`src/rtl/rob_interface.sv`:
```
// Dispatch register between the ROB and the reservation stations: holds one
// micro-op until the RS takes it, snooping result broadcasts meanwhile.
module rob_interface #(
    parameter int                     GPR_SIZE       = 64,
    parameter int                     ROB_IDX_SIZE   = 3,
    parameter int                     FU_OP_WIDTH    = 4,
    parameter logic [FU_OP_WIDTH-1:0] FU_OP_LDUR     = 4'd1,
    parameter logic [FU_OP_WIDTH-1:0] FU_OP_STUR     = 4'd2,
    parameter int                     STUR_CNT_WIDTH = 4
) (
    input  logic                      in_clk,
    input  logic                      in_rst,
    input  logic                      in_done,
    output logic                      out_ready,
    input  logic [FU_OP_WIDTH-1:0]    in_fu_op,
    input  logic                      in_val_a_valid,
    input  logic                      in_val_b_valid,
    input  logic [GPR_SIZE-1:0]       in_val_a_value,
    input  logic [GPR_SIZE-1:0]       in_val_b_value,
    input  logic [ROB_IDX_SIZE-1:0]   in_val_a_rob_index,
    input  logic [ROB_IDX_SIZE-1:0]   in_val_b_rob_index,
    input  logic [ROB_IDX_SIZE-1:0]   in_dst_rob_index,
    input  logic                      in_set_nzcv,
    input  logic                      in_uses_nzcv,
    input  logic                      in_nzcv_valid,
    input  logic [3:0]                in_nzcv,
    input  logic [ROB_IDX_SIZE-1:0]   in_nzcv_rob_index,
    input  logic [3:0]                in_cond_codes,
    input  logic                      in_bc_done,
    input  logic [ROB_IDX_SIZE-1:0]   in_bc_index,
    input  logic [GPR_SIZE-1:0]       in_bc_value,
    input  logic                      in_bc_set_nzcv,
    input  logic [3:0]                in_bc_nzcv,
    input  logic                      in_rs_ready,
    input  logic                      in_stur_commit,
    input  logic                      in_mispred,
    output logic                      out_done,
    output logic [FU_OP_WIDTH-1:0]    out_fu_op,
    output logic                      out_val_a_valid,
    output logic                      out_val_b_valid,
    output logic [GPR_SIZE-1:0]       out_val_a_value,
    output logic [GPR_SIZE-1:0]       out_val_b_value,
    output logic [ROB_IDX_SIZE-1:0]   out_val_a_rob_index,
    output logic [ROB_IDX_SIZE-1:0]   out_val_b_rob_index,
    output logic [ROB_IDX_SIZE-1:0]   out_dst_rob_index,
    output logic                      out_set_nzcv,
    output logic                      out_uses_nzcv,
    output logic                      out_nzcv_valid,
    output logic [3:0]                out_nzcv,
    output logic [ROB_IDX_SIZE-1:0]   out_nzcv_rob_index,
    output logic [3:0]                out_cond_codes,
    output logic [STUR_CNT_WIDTH-1:0] out_stur_counter
);

    typedef struct packed {
        logic [FU_OP_WIDTH-1:0]  fu_op;
        logic                    a_valid;
        logic [GPR_SIZE-1:0]     a_value;
        logic [ROB_IDX_SIZE-1:0] a_idx;
        logic                    b_valid;
        logic [GPR_SIZE-1:0]     b_value;
        logic [ROB_IDX_SIZE-1:0] b_idx;
        logic [ROB_IDX_SIZE-1:0] dst_idx;
        logic                    set_nzcv;
        logic                    uses_nzcv;
        logic                    nzcv_valid;
        logic [3:0]              nzcv;
        logic [ROB_IDX_SIZE-1:0] nzcv_idx;
        logic [3:0]              cond_codes;
    } bundle_t;

    localparam logic [STUR_CNT_WIDTH-1:0] STUR_MAX = {STUR_CNT_WIDTH{1'b1}};

    bundle_t                   bundle_q, bundle_d;
    bundle_t                   base;
    logic                      done_q, done_d;
    logic [STUR_CNT_WIDTH-1:0] stur_cnt_q, stur_cnt_d;
    logic                      accept;
    logic                      stur_inc;
    logic                      is_mem_op;

    assign out_ready = ~done_q | in_rs_ready;
    assign accept    = in_done & out_ready;

    always_comb begin
        base            = bundle_q;
        bundle_d        = bundle_q;
        done_d          = done_q;
        stur_cnt_d      = stur_cnt_q;
        stur_inc        = 1'b0;
        is_mem_op       = 1'b0;

        if (accept) begin
            base.fu_op      = in_fu_op;
            base.a_valid    = in_val_a_valid;
            base.a_value    = in_val_a_value;
            base.a_idx      = in_val_a_rob_index;
            base.b_valid    = in_val_b_valid;
            base.b_value    = in_val_b_value;
            base.b_idx      = in_val_b_rob_index;
            base.dst_idx    = in_dst_rob_index;
            base.set_nzcv   = in_set_nzcv;
            base.uses_nzcv  = in_uses_nzcv;
            base.nzcv_valid = in_nzcv_valid;
            base.nzcv       = in_nzcv;
            base.nzcv_idx   = in_nzcv_rob_index;
            base.cond_codes = in_cond_codes;
        end

        // Snoop applies equally to a bundle arriving this cycle and one being held.
        is_mem_op = (base.fu_op == FU_OP_LDUR) || (base.fu_op == FU_OP_STUR);
        bundle_d  = base;
        if (in_bc_done) begin
            if (!base.a_valid && base.a_idx == in_bc_index) begin
                bundle_d.a_valid = 1'b1;
                bundle_d.a_value = is_mem_op ? base.a_value + in_bc_value : in_bc_value;
            end
            if (!base.b_valid && base.b_idx == in_bc_index) begin
                bundle_d.b_valid = 1'b1;
                bundle_d.b_value = in_bc_value;
            end
            if (in_bc_set_nzcv && base.uses_nzcv && !base.nzcv_valid &&
                base.nzcv_idx == in_bc_index) begin
                bundle_d.nzcv_valid = 1'b1;
                bundle_d.nzcv       = in_bc_nzcv;
            end
        end

        if (accept)
            done_d = 1'b1;
        else if (in_rs_ready)
            done_d = 1'b0;

        stur_inc = accept && (in_fu_op == FU_OP_STUR);
        if (stur_inc && !in_stur_commit && stur_cnt_q != STUR_MAX)
            stur_cnt_d = stur_cnt_q + 1'b1;
        else if (!stur_inc && in_stur_commit && stur_cnt_q != '0)
            stur_cnt_d = stur_cnt_q - 1'b1;

        if (in_mispred) begin
            bundle_d   = bundle_q;
            done_d     = 1'b0;
            stur_cnt_d = '0;
        end
    end

    always_ff @(posedge in_clk) begin
        if (!in_rst) begin
            bundle_q   <= '0;
            done_q     <= 1'b0;
            stur_cnt_q <= '0;
        end else begin
            bundle_q   <= bundle_d;
            done_q     <= done_d;
            stur_cnt_q <= stur_cnt_d;
        end
    end

    assign out_done            = done_q;
    assign out_fu_op           = bundle_q.fu_op;
    assign out_val_a_valid     = bundle_q.a_valid;
    assign out_val_b_valid     = bundle_q.b_valid;
    assign out_val_a_value     = bundle_q.a_value;
    assign out_val_b_value     = bundle_q.b_value;
    assign out_val_a_rob_index = bundle_q.a_idx;
    assign out_val_b_rob_index = bundle_q.b_idx;
    assign out_dst_rob_index   = bundle_q.dst_idx;
    assign out_set_nzcv        = bundle_q.set_nzcv;
    assign out_uses_nzcv       = bundle_q.uses_nzcv;
    assign out_nzcv_valid      = bundle_q.nzcv_valid;
    assign out_nzcv            = bundle_q.nzcv;
    assign out_nzcv_rob_index  = bundle_q.nzcv_idx;
    assign out_cond_codes      = bundle_q.cond_codes;
    assign out_stur_counter    = stur_cnt_q;

endmodule

```
`config.mk`:
```
export PLATFORM = sky130hd
export DESIGN_NAME = rob_interface
export DESIGN_NICKNAME = d
export VERILOG_FILES = /design/src/rtl/rob_interface.sv
export SDC_FILE = /design/constraint.sdc
export NUM_CORES = 1
export LEC_CHECK = 0
export BUFFER_PORTS_ARGS = -buffer_cell sky130_fd_sc_hd__buf_2
export CAP_MARGIN = 20
export CORE_MARGIN = 10
export CORE_UTILIZATION = 53
export DETAILED_ROUTE_END_ITERATION = 10
export PLACE_DENSITY_LB_ADDON = 0.12
export SYNTH_ARGS = -nofsm -noshare
export SYNTH_HDL_FRONTEND = slang
export SYNTH_SLANG_ARGS = --single-unit
```
`constraint.sdc`:
```
create_clock -name in_clk -period 6.5 [get_ports in_clk]
set_clock_uncertainty 0.05 [all_clocks]
set_input_delay 0.975 -clock in_clk [delete_from_list [all_inputs] [get_ports in_clk]]
set_output_delay 0.975 -clock in_clk [all_outputs]
set_load 0.01 [all_outputs]
```
# Word-level counts from Yosys, hierarchy flattened
# Cells that the tools add are included.
[totals]
register_bits = 162
out_inout_bits = 163
[op_classes]
n_addsub = 3
eq_ne = 7
muxes = 12
n_bitwise = 5
n_reduce_logical = 21
[op_table]
columns = ["operator", "count"]
rows = [
  ["$mux W65", 4],
  ["$mux W157", 1],
  ["$add A64 B64 Y64", 1],
  ["$mux W64", 1],
  ["$logic_and A1 B1 Y1", 10],
  ["$mux W5", 2],
  ["$eq A3 B3 Y1", 3],
  ["$eq A4 B2 Y1 const B", 2],
  ["$mux W4", 2],
  ["$logic_not A1 Y1", 5],
  ["$add A4 B1 Y4 const B", 1],
  ["$eq A4 B1 Y1 const B", 1],
  ["$ne A4 B4 Y1 const B", 1],
  ["$reduce_bool A2 Y1", 2],
  ["$reduce_bool A4 Y1", 1],
  ["$sub A4 B1 Y4 const B", 1],
  ["$not A1 Y1", 3],
  ["$mux W1", 2],
  ["$reduce_and A2 Y1", 1],
  ["$reduce_or A2 Y1", 1],
  ["$and A1 B1 Y1", 1],
  ["$logic_or A1 B1 Y1", 1],
  ["$or A1 B1 Y1", 1],
]

# Logic depth before layout (Yosys ltp)
[depth]
ltp_word = 9
mapped_depth = 21
mapped_depth_nobuf = 17

# Least setup slack after synthesis
# Ideal clock, no wire load.
[synth_path]
path_kind = "input to register"
from = "in in_rs_ready"
to = "reg bundle_q, in the netlist out_val_a_value[58]"
setup_ps = 78
arrival_ps = 4742
required_time_ps = 6372
slack_ps = 1630
cell_stages = 20
path_cell_list = "nand2b_4 -> and2_1 -> buf_6 -> buf_4 -> buf_2 -> clkbuf_1 -> buf_1 -> nand2_1 -> nand2_1 -> ha_1 -> a21o_1 -> a21oi_1 -> nand2_1 -> a21oi_1 -> o41ai_4 -> a2111oi_2 -> nor4b_2 -> nor2_1 -> mux2_1 -> nor3_1"
[synth_via]
elab_chain_len = 8
elab_cells_between_ends = 13
classes_between = "add/sub: 1; eq/ne: 3; mux: 4; bitwise: 2; reduce/logical: 3"
[synth_lines]
columns = ["element", "line", "text"]
rows = [
  ["from (decl)", "34", "input logic in_rs_ready,"],
  ["$or A1 B1 Y1 (*)", "82", "assign out_ready = ~done_q | in_rs_ready;"],
  ["$and A1 B1 Y1 (*)", "83", "assign accept = in_done & out_ready;"],
  ["$mux W157 (*)", "93", "if (accept) begin"],
  ["parallel branches: the longest is 4 deep, another holds $add A64 B64 Y64", "-", ""],
  ["$mux W65 (*)", "113", "if (in_bc_done) begin"],
  ["to (signal assigned)", "153", "bundle_q <= bundle_d;"],
  ["to (decl)", "74", "bundle_t bundle_q, bundle_d;"],
]
# Mark *: on every way between the ends.
# A chain may end at the register's enable or synchronous reset.

# Worst setup path after layout
[layout_path]
from = "in in_rs_ready"
to = "reg bundle_q, in the netlist out_val_a_value[60]"
# The elaborated chain is that of the path after synthesis.

==> metrics.txt <==
# TYPE chip_impl_metric gauge
chip_impl_metric{name="htree_levels",unit=""} 4
chip_impl_info{name="timing.critical_path.mode_cell",value="sky130_fd_sc_hd__nand2_1"} 1
chip_impl_metric{name="place.detailed.instances",unit=""} 2462
chip_impl_metric{name="first_global_vias",unit=""} 14157
chip_impl_info{name="synth_top_area_cell",value="sky130_fd_sc_hd__dfxtp_1"} 1
chip_impl_metric{name="final.setup.tns",unit="ns"} 0
chip_impl_info{name="run_status",value="complete, no violations"} 1
chip_impl_info{name="crit_path_top_delay_cell",value="sky130_fd_sc_hd__nand2_4"} 1
chip_impl_info{name="critical_path_class",value="input port to flip-flop"} 1
chip_impl_metric{name="floorplan.io_pins",unit=""} 399
chip_impl_metric{name="setup_viol",unit=""} 0
chip_impl_metric{name="ant_nets",unit=""} 0
chip_impl_metric{name="clkTransAtPathRegs",unit="ns"} 0.08
chip_impl_metric{name="worst_hold_path_cell_count",unit=""} 2
chip_impl_metric{name="drcViolationCount",unit=""} 0
chip_impl_metric{name="synth_warnings",unit=""} 0
chip_impl_metric{name="maxSlewViolCount",unit=""} 0
chip_impl_metric{name="synth-edff-count",unit=""} 0
chip_impl_info{name="netlist_top_cells_area",value="sky130_fd_sc_hd__dfxtp_1, sky130_fd_sc_hd__nand2_1, sky130_fd_sc_hd__nor2_1"} 1
chip_impl_metric{name="power",unit="mW"} 3.27
chip_impl_metric{name="postPlaceCellArea",unit="mm^2"} 0.0148
chip_impl_metric{name="count_of_filler_cells_inserted_in_the_layout",unit=""} 2248
chip_impl_metric{name="synth_xor_xnor_area_share",unit="%"} 4.67
chip_impl_metric{name="dp_slack",unit="ns"} 1.25
chip_impl_info{name="synth_top_family_by_area",value="compound AO/OA/AOI/OAI gates"} 1
chip_impl_metric{name="fin_util",unit="%"} 65.2
chip_impl_metric{name="seq_area_frac_synth",unit="%"} 25.4
chip_impl_info{name="cts_tree",value="built"} 1
chip_impl_metric{name="routed_via_density",unit=""} 5.95
chip_impl_metric{name="switching_power",unit="mW"} 1.27
chip_impl_metric{name="average_size_of_a_mapped_cell",unit="um^2"} 6.88
chip_impl_metric{name="cts-root-to-sink-buffers",unit=""} 2
chip_impl_metric{name="hold-worst-slack",unit="ns"} 0.408
chip_impl_metric{name="share_clk_of_total_power",unit="%"} 32.6
chip_impl_metric{name="power.density",unit="mW/mm^2"} 213
chip_impl_metric{name="grtUsageTotal",unit="%"} 31.0
chip_impl_metric{name="number_of_buffers_created_by_cts",unit=""} 17
chip_impl_metric{name="place_hpwl",unit="mm"} 37.4
chip_impl_metric{name="effective_utilization_at_floorplan",unit="%"} 54.1
chip_impl_metric{name="synth_nets",unit=""} 2167
chip_impl_metric{name="horizontal_extent_of_the_die",unit="um"} 175
chip_impl_metric{name="dieArea",unit="mm^2"} 0.0307
chip_impl_metric{name="first_pass_grt_wire_length",unit="mm"} 77.9
chip_impl_metric{name="pwr-share-seq",unit="%"} 33.7
chip_impl_metric{name="p_leak",unit="nW"} 7.35
chip_impl_info{name="hp-class",value="flip-flop to flip-flop"} 1
chip_impl_metric{name="syn_to_final_growth",unit="%"} 20.6
chip_impl_metric{name="routedWlPerCell",unit="um"} 20.0
chip_impl_metric{name="hold_violations",unit=""} 0
chip_impl_info{name="worstSetupStartpointType",value="input port"} 1
chip_impl_metric{name="congestion_overflow_gr",unit=""} 0
chip_impl_metric{name="post-cts-setup-buffer-count",unit=""} 0
chip_impl_metric{name="grt_max_degree",unit=""} 94
chip_impl_metric{name="gp_routability_congestion",unit=""} 0.985
chip_impl_info{name="grt_setup_unrepaired",value="no"} 1
chip_impl_metric{name="critical_path_arrival",unit="ns"} 5.13
chip_impl_metric{name="detailedRoute.firstPassIterationCount",unit=""} 5
chip_impl_metric{name="synth_seq_cells",unit=""} 162
chip_impl_metric{name="synthesis.instances",unit=""} 1856
chip_impl_metric{name="number_of_violations_of_the_max_capacitance_limit",unit=""} 0
chip_impl_metric{name="core-area",unit="mm^2"} 0.0236
chip_impl_metric{name="post-route-period-util",unit="%"} 74.2
chip_impl_metric{name="drive_above_1_share",unit="%"} 22.0
chip_impl_metric{name="via_count",unit=""} 14860
chip_impl_info{name="critical_path.cell_chain",value="buf_2 > nand2b_4 > nand2_4 > buf_4 > nand2_1 > nand2_1 > ha_1 > nand4_1 > or2_4 > nor3_1 > o21ai_1 > a211o_1 > o32a_4 > o21ai_4 > a41oi_1 > xnor2_1 > a211oi_1"} 1
chip_impl_metric{name="post_route_insts_no_fill",unit=""} 2498
chip_impl_metric{name="worstPathMaxFanout",unit=""} 62
chip_impl_metric{name="power.ir.vdd_worst",unit="mV"} 0.157
chip_impl_metric{name="async_reset_ff_share",unit="%"} 0
chip_impl_metric{name="final_nets",unit=""} 2473
chip_impl_metric{name="cts_resized",unit=""} 0
chip_impl_info{name="worst_setup_path_end_kind",value="flip-flop"} 1
chip_impl_metric{name="worst-endpoint-required",unit="ns"} 6.80
chip_impl_metric{name="drt_iter0_markers",unit=""} 1319
chip_impl_metric{name="rows",unit=""} 56
chip_impl_metric{name="io_buffers",unit=""} 398
chip_impl_metric{name="synth_top_cell_area_share",unit="%"} 25.4
chip_impl_metric{name="synth_adder_area_share",unit="%"} 7.47
chip_impl_info{name="dominant_synthesized_flop_cell",value="sky130_fd_sc_hd__dfxtp_1"} 1
chip_impl_metric{name="share_comb_of_total_power",unit="%"} 33.7
chip_impl_metric{name="register_to_register_path_depth",unit=""} 16
chip_impl_metric{name="switching_share",unit="%"} 38.7
chip_impl_metric{name="final.min_clock_period",unit="ns"} 4.83
chip_impl_metric{name="fp.dieH",unit="um"} 175
chip_impl_metric{name="worstMarginPinSlew",unit="ns"} 1.16
chip_impl_metric{name="postRouteWirelength",unit="mm"} 50.0
chip_impl_metric{name="cp_slowest_stage_delay",unit="ns"} 0.51
chip_impl_metric{name="finalInstanceArea",unit="mm^2"} 0.0154
chip_impl_metric{name="grt_antenna_before_repair",unit=""} 3
chip_impl_metric{name="max_clock_freq",unit="GHz"} 0.207
chip_impl_metric{name="simple_logic_cell_fraction_of_the_synthesized_area",unit="%"} 26.0
chip_impl_metric{name="layout_setup_ws",unit="ns"} 1.67
chip_impl_metric{name="syn_area",unit="mm^2"} 0.0128
chip_impl_metric{name="power.internal",unit="mW"} 2.01
chip_impl_metric{name="yosys.cell_types.count",unit=""} 85
chip_impl_metric{name="synth_compound_gate_area_share",unit="%"} 29.0
chip_impl_metric{name="fraction_of_synthesized_area_in_multiplexers",unit="%"} 2.05
chip_impl_metric{name="hold_buffers",unit=""} 0
chip_impl_metric{name="clock_sinks",unit=""} 162
chip_impl_metric{name="clock_insertion_delay_worst_skew",unit="ns"} 0.45
chip_impl_metric{name="timing.slew.headroom",unit="%"} 22.6
chip_impl_info{name="clk_root_buffer_cell",value="sky130_fd_sc_hd__clkbuf_16"} 1
## metal layers
metal,up-vias,global-route usage (%),wire (um)
met5,-,0,0
met4,0,9.54,1250
met3,71,7.57,4860
met2,719,50.6,23200
met1,6900,39.3,20700
li1,7170,-,-
## cell usage in the layout, fill, tap and decap left out, types with 6 or more instances in the layout
master and count:
sky130_fd_sc_hd__o21ai_0 64, sky130_fd_sc_hd__o21bai_1 17, sky130_fd_sc_hd__o21ai_1 11, sky130_fd_sc_hd__a21oi_1 206
sky130_fd_sc_hd__nand4_1 22, sky130_fd_sc_hd__nor2b_1 6, sky130_fd_sc_hd__a21o_1 33, sky130_fd_sc_hd__inv_1 33
sky130_fd_sc_hd__nor3_1 42, sky130_fd_sc_hd__a211oi_1 29, sky130_fd_sc_hd__and3_1 7, sky130_fd_sc_hd__a31oi_1 8
sky130_fd_sc_hd__buf_2 397, sky130_fd_sc_hd__nand2_1 334, sky130_fd_sc_hd__nand3_1 26, sky130_fd_sc_hd__o221ai_1 7
sky130_fd_sc_hd__and2_1 8, sky130_fd_sc_hd__a22oi_1 10, sky130_fd_sc_hd__mux2i_1 25, sky130_fd_sc_hd__o21a_1 10
sky130_fd_sc_hd__o211ai_1 22, sky130_fd_sc_hd__o31ai_1 11, sky130_fd_sc_hd__dfxtp_1 162, sky130_fd_sc_hd__o22ai_1 67
sky130_fd_sc_hd__xor2_1 34, sky130_fd_sc_hd__nor2_1 302, sky130_fd_sc_hd__a21boi_0 10, sky130_fd_sc_hd__clkbuf_16 17
sky130_fd_sc_hd__ha_1 73, sky130_fd_sc_hd__buf_4 19, sky130_fd_sc_hd__xnor2_1 34, sky130_fd_sc_hd__or3_1 11
## state kept, by name (all words and copies together) (netlist names)
| name | flops |
|---|---|
| out_val_b_value | 64 |
| out_stur_counter | 4 |
| out_val_a_valid | 1 |
| out_fu_op | 4 |
| out_dst_rob_index | 3 |
| out_set_nzcv | 1 |
| out_val_b_rob_index | 3 |
| out_val_a_value | 64 |
| out_val_b_valid | 1 |
| out_nzcv | 4 |
| out_done | 1 |
| out_nzcv_rob_index | 3 |
| out_cond_codes | 4 |
| out_val_a_rob_index | 3 |
| out_uses_nzcv | 1 |
| out_nzcv_valid | 1 |
## kinds of logic after synthesis
kind of cell | count (synthesis)
AO/OA/AOI/OAI | 571
XOR/XNOR | 68
AND/OR/NAND/NOR | 790
flip-flops | 162
buffers and inverters | 164
adder cells (fa/ha/maj) | 75
multiplexers | 26
## synthesized netlist by cell type, drive strengths merged (11+ instances only)
cell type,number
ha,73
a211oi,30
a21boi,13
clkbuf,83
a21o,33
xnor2,34
nand2,336
dfxtp,162
nand4,22
o31ai,11
or3,11
nor2,303
mux2i,25
a21oi,208
nor3,43
o21ai,77
buf,46
nand3,27
inv,34
xor2,34
o211ai,22
o22ai,67
o21bai,17
## worst max-delay path, delay by kind of cell
family | cells | cell delay (ns)
simple gates | 7 | 1.52
compound gates | 6 | 1.50
buf+inv | 2 | 0.59
fa+ha+maj | 1 | 0.31
xor+xnor | 1 | 0.16
## power by group through the flow
stage | Clock, mW | Sequential [mW] | Combinational [mW]
floorplan | 0 | 1.15 | 0.698
global placement | 0 | 1.12 | 1.08
detailed placement | 0 | 1.12 | 1.08
CTS | 1.07 | 1.10 | 1.09
global route | 1.11 | 1.11 | 1.21
finish | 1.07 | 1.10 | 1.10
## final timing paths
path / start / slack (ns) / endpoint
hold / removal: out_dst_rob_index[0] / 0.41 / out_dst_rob_index[0]
hold reg to reg: out_dst_rob_index[0] / 0.41 / out_dst_rob_index[0]
setup / recovery: in_rs_ready / 1.67 / out_val_a_value[60]
setup reg to reg: out_done / 2.00 / out_val_a_value[60]
## cell type report
cell class / count / area (um^2) / share of cell area, %
multi-input cells: 1530 / 8870 / 57.6
flip-flops and latches: 162 / 3240 / 21.1
repair buffers: 416 / 2130 / 13.8
clock buffers: 17 / 425 / 2.76
well taps: 319 / 399 / 2.59
clock inverters: 15 / 181 / 1.18
inverters: 35 / 133 / 0.862
diodes: 4 / 10.0 / 0.0650
Power figures use the tool's default switching activity.
